$ cat src/rtl/card_pos_loader_pkg.sv
// card_pos_loader_pkg: shared layout sizes, sentinel and FSM encoding for the card position loader
package card_pos_loader_pkg;
    localparam int N_SMALL   = 8;
    localparam int N_MID     = 12;
    localparam int N_LARGE   = 18;
    localparam int MAX_CARDS = 18;
    localparam logic [19:0] SENTINEL = {10'd1023, 10'd1023};
    typedef enum logic [2:0] {IDLE, REQ, WAIT, LOAD, READY, SCAN} state_t;
    function automatic logic legal_n(input logic [4:0] n);
        return n == 5'(N_SMALL) || n == 5'(N_MID) || n == 5'(N_LARGE);
    endfunction
endpackage

$ cat src/rtl/card_pos_loader_if.sv
// card_pos_loader_if: control, ROM stream, mouse and result signals (hit_mask only with CARD_HIT_MASK_EN)
interface card_pos_loader_if;
    logic        load_start;
    logic [4:0]  num_of_cards;
    logic        rom_read_all;
    logic [19:0] rom_yx;
    logic        click;
    logic [9:0]  mouse_x;
    logic [9:0]  mouse_y;
    logic        layout_ready;
    logic        busy;
    logic        hit_valid;
    logic        hit_found;
    logic [4:0]  hit_index;
    logic        cfg_err;
`ifdef CARD_HIT_MASK_EN
    logic [17:0] hit_mask;
    modport slave (input load_start, num_of_cards, rom_yx, click, mouse_x, mouse_y, hit_mask,
                   output rom_read_all, layout_ready, busy, hit_valid, hit_found, hit_index, cfg_err);
    modport master (output load_start, num_of_cards, rom_yx, click, mouse_x, mouse_y, hit_mask,
                    input rom_read_all, layout_ready, busy, hit_valid, hit_found, hit_index, cfg_err);
`else
    modport slave (input load_start, num_of_cards, rom_yx, click, mouse_x, mouse_y,
                   output rom_read_all, layout_ready, busy, hit_valid, hit_found, hit_index, cfg_err);
    modport master (output load_start, num_of_cards, rom_yx, click, mouse_x, mouse_y,
                    input rom_read_all, layout_ready, busy, hit_valid, hit_found, hit_index, cfg_err);
`endif
endinterface

$ cat src/rtl/card_pos_loader_hit_cmp.sv
// card_hit_cmp: combinational point-in-card test; sentinel and masked entries never hit
module card_hit_cmp import card_pos_loader_pkg::*; (
    input  logic [9:0]  pt_x,
    input  logic [9:0]  pt_y,
    input  logic [19:0] pos,
    input  logic [10:0] card_w,
    input  logic [10:0] card_h,
    input  logic        mask,
    output logic        hit
);
    logic [10:0] px, py, x, y;
    assign px = {1'b0, pos[9:0]};
    assign py = {1'b0, pos[19:10]};
    assign x = {1'b0, pt_x};
    assign y = {1'b0, pt_y};
    assign hit = !mask && pos != SENTINEL && x >= px && x < px + card_w && y >= py && y < py + card_h;
endmodule

$ cat src/rtl/card_pos_loader.sv
// card_pos_loader: loads card positions from a streaming ROM and hit-tests mouse clicks (CARD_HIT_MASK_EN adds hit_mask)
module card_pos_loader import card_pos_loader_pkg::*; #(
    parameter int CARD_W      = 200,
    parameter int CARD_H      = 150,
    parameter int ROM_LATENCY = 2
) (
    input logic              clk,
    input logic              rst,
    card_pos_loader_if.slave bus
);
    state_t      state;
    logic [19:0] tbl [MAX_CARDS];
    logic [4:0]  n, idx;
    logic [7:0]  cnt;
    logic [9:0]  mx, my;
    logic        hit, masked;
`ifdef CARD_HIT_MASK_EN
    assign masked = bus.hit_mask[idx];
`else
    assign masked = 1'b0;
`endif
    assign bus.busy = state inside {REQ, WAIT, LOAD, SCAN};
    card_hit_cmp u_cmp (
        .pt_x   (mx),
        .pt_y   (my),
        .pos    (tbl[idx]),
        .card_w (11'(CARD_W)),
        .card_h (11'(CARD_H)),
        .mask   (masked),
        .hit    (hit)
    );
    // layout load sequencing, click scan and registered result/strobe outputs
    always_ff @(posedge clk) begin
        if (rst) begin
            state <= IDLE;
            n <= '0;
            idx <= '0;
            cnt <= '0;
            mx <= '0;
            my <= '0;
            for (int i = 0; i < MAX_CARDS; i++) tbl[i] <= SENTINEL;
            bus.rom_read_all <= 1'b0;
            bus.layout_ready <= 1'b0;
            bus.hit_valid <= 1'b0;
            bus.hit_found <= 1'b0;
            bus.hit_index <= '0;
            bus.cfg_err <= 1'b0;
        end else begin
            bus.rom_read_all <= 1'b0;
            bus.hit_valid <= 1'b0;
            bus.cfg_err <= 1'b0;
            case (state)
                IDLE, READY: begin
                    if (bus.load_start) begin
                        if (legal_n(bus.num_of_cards)) begin
                            n <= bus.num_of_cards;
                            for (int i = 0; i < MAX_CARDS; i++) tbl[i] <= SENTINEL;
                            bus.layout_ready <= 1'b0;
                            bus.rom_read_all <= 1'b1;
                            state <= REQ;
                        end else begin
                            bus.cfg_err <= 1'b1;
                        end
                    end else if (state == READY && bus.click) begin
                        mx <= bus.mouse_x;
                        my <= bus.mouse_y;
                        idx <= '0;
                        state <= SCAN;
                    end
                end
                REQ: begin
                    idx <= '0;
                    cnt <= 8'(ROM_LATENCY - 2);
                    state <= ROM_LATENCY > 1 ? WAIT : LOAD;
                end
                WAIT: begin
                    if (cnt == '0) state <= LOAD;
                    else cnt <= cnt - 8'd1;
                end
                LOAD: begin
                    tbl[idx] <= bus.rom_yx;
                    if (idx == n - 5'd1) begin
                        bus.layout_ready <= 1'b1;
                        state <= READY;
                    end else begin
                        idx <= idx + 5'd1;
                    end
                end
                SCAN: begin
                    if (hit || idx == n - 5'd1) begin
                        bus.hit_valid <= 1'b1;
                        bus.hit_found <= hit;
                        bus.hit_index <= hit ? idx : '0;
                        state <= READY;
                    end else begin
                        idx <= idx + 5'd1;
                    end
                end
                default: state <= IDLE;
            endcase
        end
    end
endmodule
$ cat src/flat_wrapper.sv
// flat-port wrapper written by rule: the top's interface ports become plain ports
module card_pos_loader_flat import card_pos_loader_pkg::*;
#(
    parameter int CARD_W      = 200,
    parameter int CARD_H      = 150,
    parameter int ROM_LATENCY = 2
)
  (clk, rst, bus_load_start, bus_num_of_cards, bus_rom_yx, bus_click, bus_mouse_x, bus_mouse_y, bus_rom_read_all, bus_layout_ready, bus_busy, bus_hit_valid, bus_hit_found, bus_hit_index, bus_cfg_err);
  card_pos_loader_if bus_i ();
  input logic clk;
  input logic rst;
  input wire logic [$bits(bus_i.load_start)-1:0] bus_load_start;
  input wire logic [$bits(bus_i.num_of_cards)-1:0] bus_num_of_cards;
  input wire logic [$bits(bus_i.rom_yx)-1:0] bus_rom_yx;
  input wire logic [$bits(bus_i.click)-1:0] bus_click;
  input wire logic [$bits(bus_i.mouse_x)-1:0] bus_mouse_x;
  input wire logic [$bits(bus_i.mouse_y)-1:0] bus_mouse_y;
  output wire logic [$bits(bus_i.rom_read_all)-1:0] bus_rom_read_all;
  output wire logic [$bits(bus_i.layout_ready)-1:0] bus_layout_ready;
  output wire logic [$bits(bus_i.busy)-1:0] bus_busy;
  output wire logic [$bits(bus_i.hit_valid)-1:0] bus_hit_valid;
  output wire logic [$bits(bus_i.hit_found)-1:0] bus_hit_found;
  output wire logic [$bits(bus_i.hit_index)-1:0] bus_hit_index;
  output wire logic [$bits(bus_i.cfg_err)-1:0] bus_cfg_err;
  assign bus_i.load_start = bus_load_start;
  assign bus_i.num_of_cards = bus_num_of_cards;
  assign bus_i.rom_yx = bus_rom_yx;
  assign bus_i.click = bus_click;
  assign bus_i.mouse_x = bus_mouse_x;
  assign bus_i.mouse_y = bus_mouse_y;
  assign bus_rom_read_all = bus_i.rom_read_all;
  assign bus_layout_ready = bus_i.layout_ready;
  assign bus_busy = bus_i.busy;
  assign bus_hit_valid = bus_i.hit_valid;
  assign bus_hit_found = bus_i.hit_found;
  assign bus_hit_index = bus_i.hit_index;
  assign bus_cfg_err = bus_i.cfg_err;
  card_pos_loader #(.CARD_W(CARD_W), .CARD_H(CARD_H), .ROM_LATENCY(ROM_LATENCY)) u_core (.clk(clk), .rst(rst), .bus(bus_i));
endmodule
$ cat config.mk
export PLATFORM = sky130hd
export DESIGN_NAME = card_pos_loader_flat
export DESIGN_NICKNAME = d
export VERILOG_FILES = /design/src/rtl/card_pos_loader_pkg.sv /design/src/rtl/card_pos_loader_if.sv /design/src/rtl/card_pos_loader_hit_cmp.sv /design/src/rtl/card_pos_loader.sv /design/src/flat_wrapper.sv
export SDC_FILE = /design/constraint.sdc
export NUM_CORES = 1
export LEC_CHECK = 0
export CAP_MARGIN = 5
export CORE_MARGIN = 2
export CORE_UTILIZATION = 67
export CTS_CLUSTER_SIZE = 20
export DETAILED_ROUTE_END_ITERATION = 6
export PLACE_DENSITY = 0.86
export SLEW_MARGIN = 20
export SYNTH_ARGS = -nofsm -noshare
export SYNTH_HDL_FRONTEND = slang
export SYNTH_HIERARCHICAL = 1
export SYNTH_SLANG_ARGS = --single-unit
export TNS_END_PERCENT = 100
$ cat constraint.sdc
create_clock -name clk -period 8.13 [get_ports clk]
set_input_delay 1.626 -clock clk [delete_from_list [all_inputs] [get_ports clk]]
set_output_delay 1.626 -clock clk [all_outputs]
set_load 0.02 [all_outputs]
==> results of run 1 <==
## cell families after synthesis
family | after synthesis | share of synthesized area [%]
flip-flops | 696 | 65.46
adder cells (fa/ha/maj) | 67 | 2.746
AND/OR/NAND/NOR | 592 | 10.71
other | 2 | 0.02417
multiplexers | 224 | 15.36
XOR/XNOR | 28 | 0.7893
buffers and inverters | 165 | 2.170
AO/OA/AOI/OAI | 129 | 2.738
## critical path, delay by kind of cell, from the launching register on
| family | cells | cell delay (ps) |
|---|---|---|
| AND/OR/NAND/NOR | 3 | 900 |
| adder cells (fa/ha/maj) | 2 | 660 |
| AO/OA/AOI/OAI | 10 | 2210 |
| multiplexers | 3 | 1390 |
| flip-flops | 1 | 820 |
| buffers and inverters | 1 | 510 |
| XOR/XNOR | 1 | 150 |
## where the power goes
| group | total, mW | switching [mW] | internal [mW] |
|---|---|---|---|
| clock network | 3.08 | 1.35 | 1.74 |
| registers | 3.98 | 0.0474 | 3.93 |
| logic | 0.486 | 0.307 | 0.179 |
## state kept, by name, summed over array words and instances, names as in the netlist, 3 cells and up, named ones only
register / flops
u_core/bus.hit_index: 5
u_core/cnt: 8
u_core/idx: 5
u_core/mx: 10
u_core/my: 10
u_core/n: 5
u_core/state: 3
u_core/tbl: 640
## stage by stage
step                      setup WS [ps]  std cells  util [%]  hold slack, ps
after global routing              942.4       2625     75.82           516.6
final                              1291       2625     75.82           491.0
after global placement             1655       2500     71.09           466.6
after detailed placement           1524       2500     71.10           475.3
after CTS                          1450       2625     75.85           494.3
after floorplan                    2630       1929         -           444.2
## cell usage after synthesis (3+ instances only)
library cell	instances	area, um2
a22oi_1	6	45.04
a22o_1	4	35.03
nand2_1	95	356.6
clkbuf_1	101	379.1
xnor2_1	13	113.9
o21ai_0	19	95.09
a21o_1	5	37.54
dfxtp_1	56	1121
ha_1	65	813.3
and3_1	4	25.02
o21a_1	4	30.03
buf_4	10	75.07
nor2b_1	10	62.56
mux2_2	21	236.5
o31ai_1	3	22.52
nand3b_1	4	30.03
nor3_1	15	75.07
mux4_2	200	4504
or3_1	43	269.0
buf_1	9	33.78
inv_1	36	135.1
o21ai_1	5	25.02
or2_2	322	2014
a31oi_1	4	25.02
o211ai_1	7	52.55
buf_2	8	40.04
nand2b_1	9	56.30
nor4_1	3	18.77
a21oi_1	46	230.2
a311oi_1	3	26.28
and2_1	6	37.54
nand3_1	12	60.06
xor2_1	15	131.4
edfxtp_1	640	19220
nor2_1	52	195.2
nand4_1	5	31.28
nor3b_1	5	37.54
a211oi_1	4	30.03
## cell type report
type	count	area [um2]
Timing Repair Buffer	100	900.9
Clock inverter	32	244.0
Inverter	36	135.1
Multi-Input combinational cell	1068	10250
Sequential cell	696	20350
Clock buffer	93	1923
Fill cell	2448	11020
Tap cell	600	750.7
## routing by layer
metal	GRT usage [%]	vias up	wire [um]
met3	7.900	225	8698
met5	0	-	0
met1	43.04	9123	27140
li1	-	7374	-
met2	54.08	1286	37740
met4	14.14	0	3432
## final timing paths
kind | slack, ps | cells past startpoint | endpoint
hold / removal | 490 | 2 | u_core/mx[0]
setup reg to reg | 1290 | 20 | flip-flop
hold reg to reg | 490 | 2 | u_core/mx[0]
setup / recovery | 1290 | 20 | flip-flop
==> flow_metrics.env, run 1 <==
export IMPL_outcome="complete, no violations"
export IMPL_finalMaxSlewViolations=0
export IMPL_grt_pass1_wl_mm=113.9
export IMPL_grt_overflow=0
export IMPL_crit_slowest_cell="dfxtp_4"
export IMPL_wl_per_cell_um=29.34
export IMPL_vias_per_cell=6.860
export IMPL_hold_buffers=0
export IMPL_cts_tree="built"
export IMPL_crit_fanout=61
export IMPL_synth_edf_count=640
export IMPL_final_common_cell="edfxtp_1"
export IMPL_design_area_um2=34560
export IMPL_core_um2=45580
export IMPL_layout_nets=2088
export IMPL_p_per_area_nw_per_um2=218.4
export IMPL_arrival_ps=7330
export IMPL_hold_violations=0
export IMPL_critPathKind="flip-flop to flip-flop"
export IMPL_row_count=78
export IMPL_yosysUniqueCellTypes=64
export IMPL_dieArea_um2=48110
export IMPL_clock_latency_ps=620
export IMPL_die_width_um=219.4
export IMPL_endpoint_kind="flip-flop"
export IMPL_remaining_drc_errors=0
export IMPL_gp_congestion=0.9113
export IMPL_dp_hpwl_mm=44.43
export IMPL_drt_iter0_drc=2410
export IMPL_netlist_area_um2=31070
export IMPL_fin_crit_sh_pct=84.12
export IMPL_finalSetupTns_ps=0
export IMPL_drtAntennaViolNets=0
export IMPL_tightestPinTransition_ps=1123
export IMPL_grt_max_degree=65
export IMPL_path_common_cell="a21oi_1"
export IMPL_wl_mm=77.02
export IMPL_max_freq_ghz=0.1462
export IMPL_min_delay_start="u_core/mx[0]"
export IMPL_most_common_layout_cells="edfxtp_1 (640), or2_2 (322), mux4_2 (200)"
export IMPL_worst_slew_margin_rel_pct=24.96
export IMPL_die_h_um=219.4
export IMPL_cts_clk_slew_worst_paths_ps=60
export IMPL_clock_sinks=696
export IMPL_synth_area_per_cell_um2=16.33
export IMPL_cts_htree_levels=3
export IMPL_cts_made_buffers=70
export IMPL_post_cts_buffers=0
export IMPL_grt_use_total_pct=33.09
export IMPL_ys_seq_area_share_pct=65.46
export IMPL_slowest_delay_ps=820
export IMPL_clock_path_buffers=3
export IMPL_syn_inst=1903
export IMPL_setup_viol=0
export IMPL_initial_utilization_pct=68.18
export IMPL_crit_chain="buf_12, mux4_2, mux4_2, mux2_2, ha_1, a21oi_1, o211ai_1, a31o_1, a21oi_1, xor2_1, ha_1, nand3_1, a21oi_1, a221oi_2, nor4_1, a211oi_1, nand2b_1, a211oi_1, a21oi_1, a311oi_1"
export IMPL_finalCriticalPeriod_ps=6839
export IMPL_postCtsResizedCells=0
export IMPL_ioPinCount=60
export IMPL_power_mw=7.548
export IMPL_async_flop_share_pct=0
export IMPL_fin_worst_skew_ps=31.53
export IMPL_max_cap_violations=0
export IMPL_n_antenna_cell=0
export IMPL_clockRootBuffer="clkbuf_16"
export IMPL_first_global_vias=18314
export IMPL_port_buffers=59
export IMPL_num_vias=18008
export IMPL_drt_first_pass_iters=7
export IMPL_drive_gt1_share_pct=36.15
export IMPL_hp_class="flip-flop to flip-flop"
export IMPL_p_leak_nw=9.690
export IMPL_synth_flop_cell="edfxtp_1"
export IMPL_startpoint_type="flip-flop"
export IMPL_cp_required_ps=8620
export IMPL_max_vdd_ir_drop_mv=0.1780
export IMPL_ys_warn_count=6
export IMPL_antenna_found_initial=1
export IMPL_dpl_cell_area_um2=32400
export IMPL_ys_seq_elements=696
export IMPL_area_growth_pct=11.21
export IMPL_rsz0062_at_grt="false"
No activity file was read; power rests on OpenSTA's default activity.
==> run 2, diff against run 1 <==
--- a/config.mk
+++ b/config.mk
@@ -7,10 +7,10 @@
 export LEC_CHECK = 0
 export CAP_MARGIN = 5
 export CORE_MARGIN = 2
-export CORE_UTILIZATION = 67
+export CORE_UTILIZATION = 62
 export CTS_CLUSTER_SIZE = 20
 export DETAILED_ROUTE_END_ITERATION = 6
-export PLACE_DENSITY = 0.86
+export PLACE_DENSITY = 0.8
 export SLEW_MARGIN = 20
 export SYNTH_ARGS = -nofsm -noshare
 export SYNTH_HDL_FRONTEND = slang
==> constraint.sdc (replaced) <==
create_clock -name clk -period 6.75 [get_ports clk]
set_input_delay 1.35 -clock clk [delete_from_list [all_inputs] [get_ports clk]]
set_output_delay 1.35 -clock clk [all_outputs]
set_load 0.02 [all_outputs]
==> flow_metrics.env, run 2 (synthesized netlist as in run 1, its figures left out) <==
export IMPL_outcome="complete, no violations"
export IMPL_max_vdd_ir_drop_mv=0.2622
export IMPL_post_cts_buffers=0
export IMPL_hp_class="flip-flop to flip-flop"
export IMPL_postCtsResizedCells=0
export IMPL_regMostFlops="u_core/tbl"
export IMPL_drtAntennaViolNets=0
export IMPL_crit_chain="buf_12, buf_4, mux4_2, mux4_2, mux2_2, ha_1, nand2_1, o21ai_1, o21ai_0, nand2b_1, xnor2_1, ha_1, a21oi_1, o21ai_0, a21o_1, a221oi_2, nor4_1, a211oi_1, nor3_1, o21bai_1, nand2_2, o31ai_1"
export IMPL_min_delay_start="u_core/mx[0]"
export IMPL_num_vias=18111
export IMPL_fillers=3097
export IMPL_die_h_um=227.9
export IMPL_area_growth_pct=12.25
export IMPL_p_per_area_nw_per_um2=263.5
export IMPL_ff_latch_area_um2=20350
export IMPL_p_leak_nw=9.815
export IMPL_largest_reg_flops=640
export IMPL_cts_htree_levels=3
export IMPL_cts_made_buffers=72
export IMPL_port_buffers=59
export IMPL_final_common_cell="edfxtp_1"
export IMPL_max_freq_ghz=0.1578
export IMPL_hold_buffers=0
export IMPL_drt_first_pass_iters=6
export IMPL_clock_sinks=696
export IMPL_cts_clk_slew_worst_paths_ps=60
export IMPL_finalMaxSlewViolations=0
export IMPL_crit_fanout=37
export IMPL_cp_required_ps=7200
export IMPL_die_width_um=227.9
export IMPL_wl_per_cell_um=29.41
export IMPL_wl_mm=79.92
export IMPL_drive_gt1_share_pct=36.01
export IMPL_startpoint_type="flip-flop"
export IMPL_reg_top3="u_core/tbl: 640 flops, u_core/mx: 10 flops, u_core/my: 10 flops"
export IMPL_grt_max_degree=56
export IMPL_instances_no_fill=2717
export IMPL_grt_overflow=0
export IMPL_core_um2=49860
export IMPL_endpoint_kind="flip-flop"
export IMPL_hold_end="u_core/mx[0]"
export IMPL_cts_tree="built"
export IMPL_max_cap_violations=0
export IMPL_post_route_util_pct=69.95
export IMPL_remaining_drc_errors=0
export IMPL_finalSetupTns_ps=0
export IMPL_fin_worst_skew_ps=33.27
export IMPL_design_area_um2=34880
export IMPL_min_path_cells=2
export IMPL_most_common_layout_cells="edfxtp_1 (640), or2_2 (322), mux4_2 (200)"
export IMPL_dpl_cell_area_um2=32680
export IMPL_layout_nets=2106
export IMPL_slowest_delay_ps=530
export IMPL_clock_path_buffers=3
export IMPL_grt_use_total_pct=31.34
export IMPL_vias_per_cell=6.666
export IMPL_grt_pass1_wl_mm=117.8
export IMPL_arrival_ps=6780
export IMPL_r2r_cells=22
export IMPL_power_mw=9.190
export IMPL_finalCriticalPeriod_ps=6335
export IMPL_initial_utilization_pct=62.32
export IMPL_drt_iter0_drc=2333
export IMPL_multi_input_area_um2=10260
export IMPL_hold_violations=0
export IMPL_ioPinCount=60
export IMPL_row_count=82
export IMPL_dp_hpwl_mm=46.28
export IMPL_place_inst=2588
export IMPL_gp_congestion=0.8659
export IMPL_clockRootBuffer="clkbuf_16"
export IMPL_tightestPinTransition_ps=1244
export IMPL_clock_latency_ps=620
export IMPL_first_global_vias=18307
export IMPL_r2r_setup_slack_ps=410
export IMPL_setup_viol=0
export IMPL_crit_slowest_cell="o31ai_1"
export IMPL_fin_crit_sh_pct=93.86
export IMPL_critPathKind="flip-flop to flip-flop"
export IMPL_worst_slew_margin_rel_pct=16.84
export IMPL_dieArea_um2=51920
export IMPL_antenna_found_initial=4
export IMPL_rsz0062_at_grt="false"
==> run 2: worst max-delay path by stage <==
stage | from | end | slack (ps)
final | flip-flop | flip-flop | 410
after global routing | flip-flop | flip-flop | 80
after CTS | flip-flop | flip-flop | 520
after detailed placement | flip-flop | flip-flop | 580
after global placement | flip-flop | flip-flop | 610
after floorplan | flip-flop | flip-flop | 1250
==> run 2: routing by layer <==
metal	vias up	global-route usage (%)	share of wire [%]	routed length (um)
met4	4	14.07	4.0	3184
li1	7422	-	-	-
met2	1356	50.29	48	38560
met3	208	6.575	12	9389
met1	9121	42.05	36	28760
met5	-	0	0.034	27
==> run 2: power by group <==
| part | total, mW | internal [mW] | switching (mW) |
|---|---|---|---|
| registers | 4.78 | 4.73 | 0.0483 |
| clock network | 3.80 | 2.18 | 1.62 |
| logic | 0.604 | 0.222 | 0.383 |
==> run 2: through the flow <==
step	setup slack (ps)	hold slack [ps]
after global placement	609.1	462.9
after detailed placement	584.9	473.2
after global routing	77.88	504.9
final	414.8	478.6
after CTS	516.6	481.4
after floorplan	1250	444.2
==> run 2: worst max-delay path: cells and delay by family, from the launching register on <==
family,cells,cell delay [ps]
compound gates,9,2380
mux,3,1300
buf+inv,2,610
fa+ha+maj,2,600
simple gates,5,600
flops,1,490
xor+xnor,1,150
==> run 2: area by class of cell <==
cell class                      instances  share of cell area [%]
Multi-Input combinational cell       1068                   29.42
Clock buffer                           87                   5.388
Inverter                               36                  0.3874
Timing Repair Buffer                  116                   3.021
Sequential cell                       696                   58.35
Clock inverter                         41                   1.022
Tap cell                              672                   2.411
Antenna cell                            1                0.007175
==> run 3, diff against run 2 <==
--- a/config.mk
+++ b/config.mk
@@ -10,6 +10,7 @@
 export CORE_UTILIZATION = 62
 export CTS_CLUSTER_SIZE = 20
 export DETAILED_ROUTE_END_ITERATION = 6
+export HOLD_SLACK_MARGIN = 0.1
 export PLACE_DENSITY = 0.8
 export SLEW_MARGIN = 20
 export SYNTH_ARGS = -nofsm -noshare
==> results of run 3 <==
The final DEF is identical to that of run 2; final timing and power are the same.
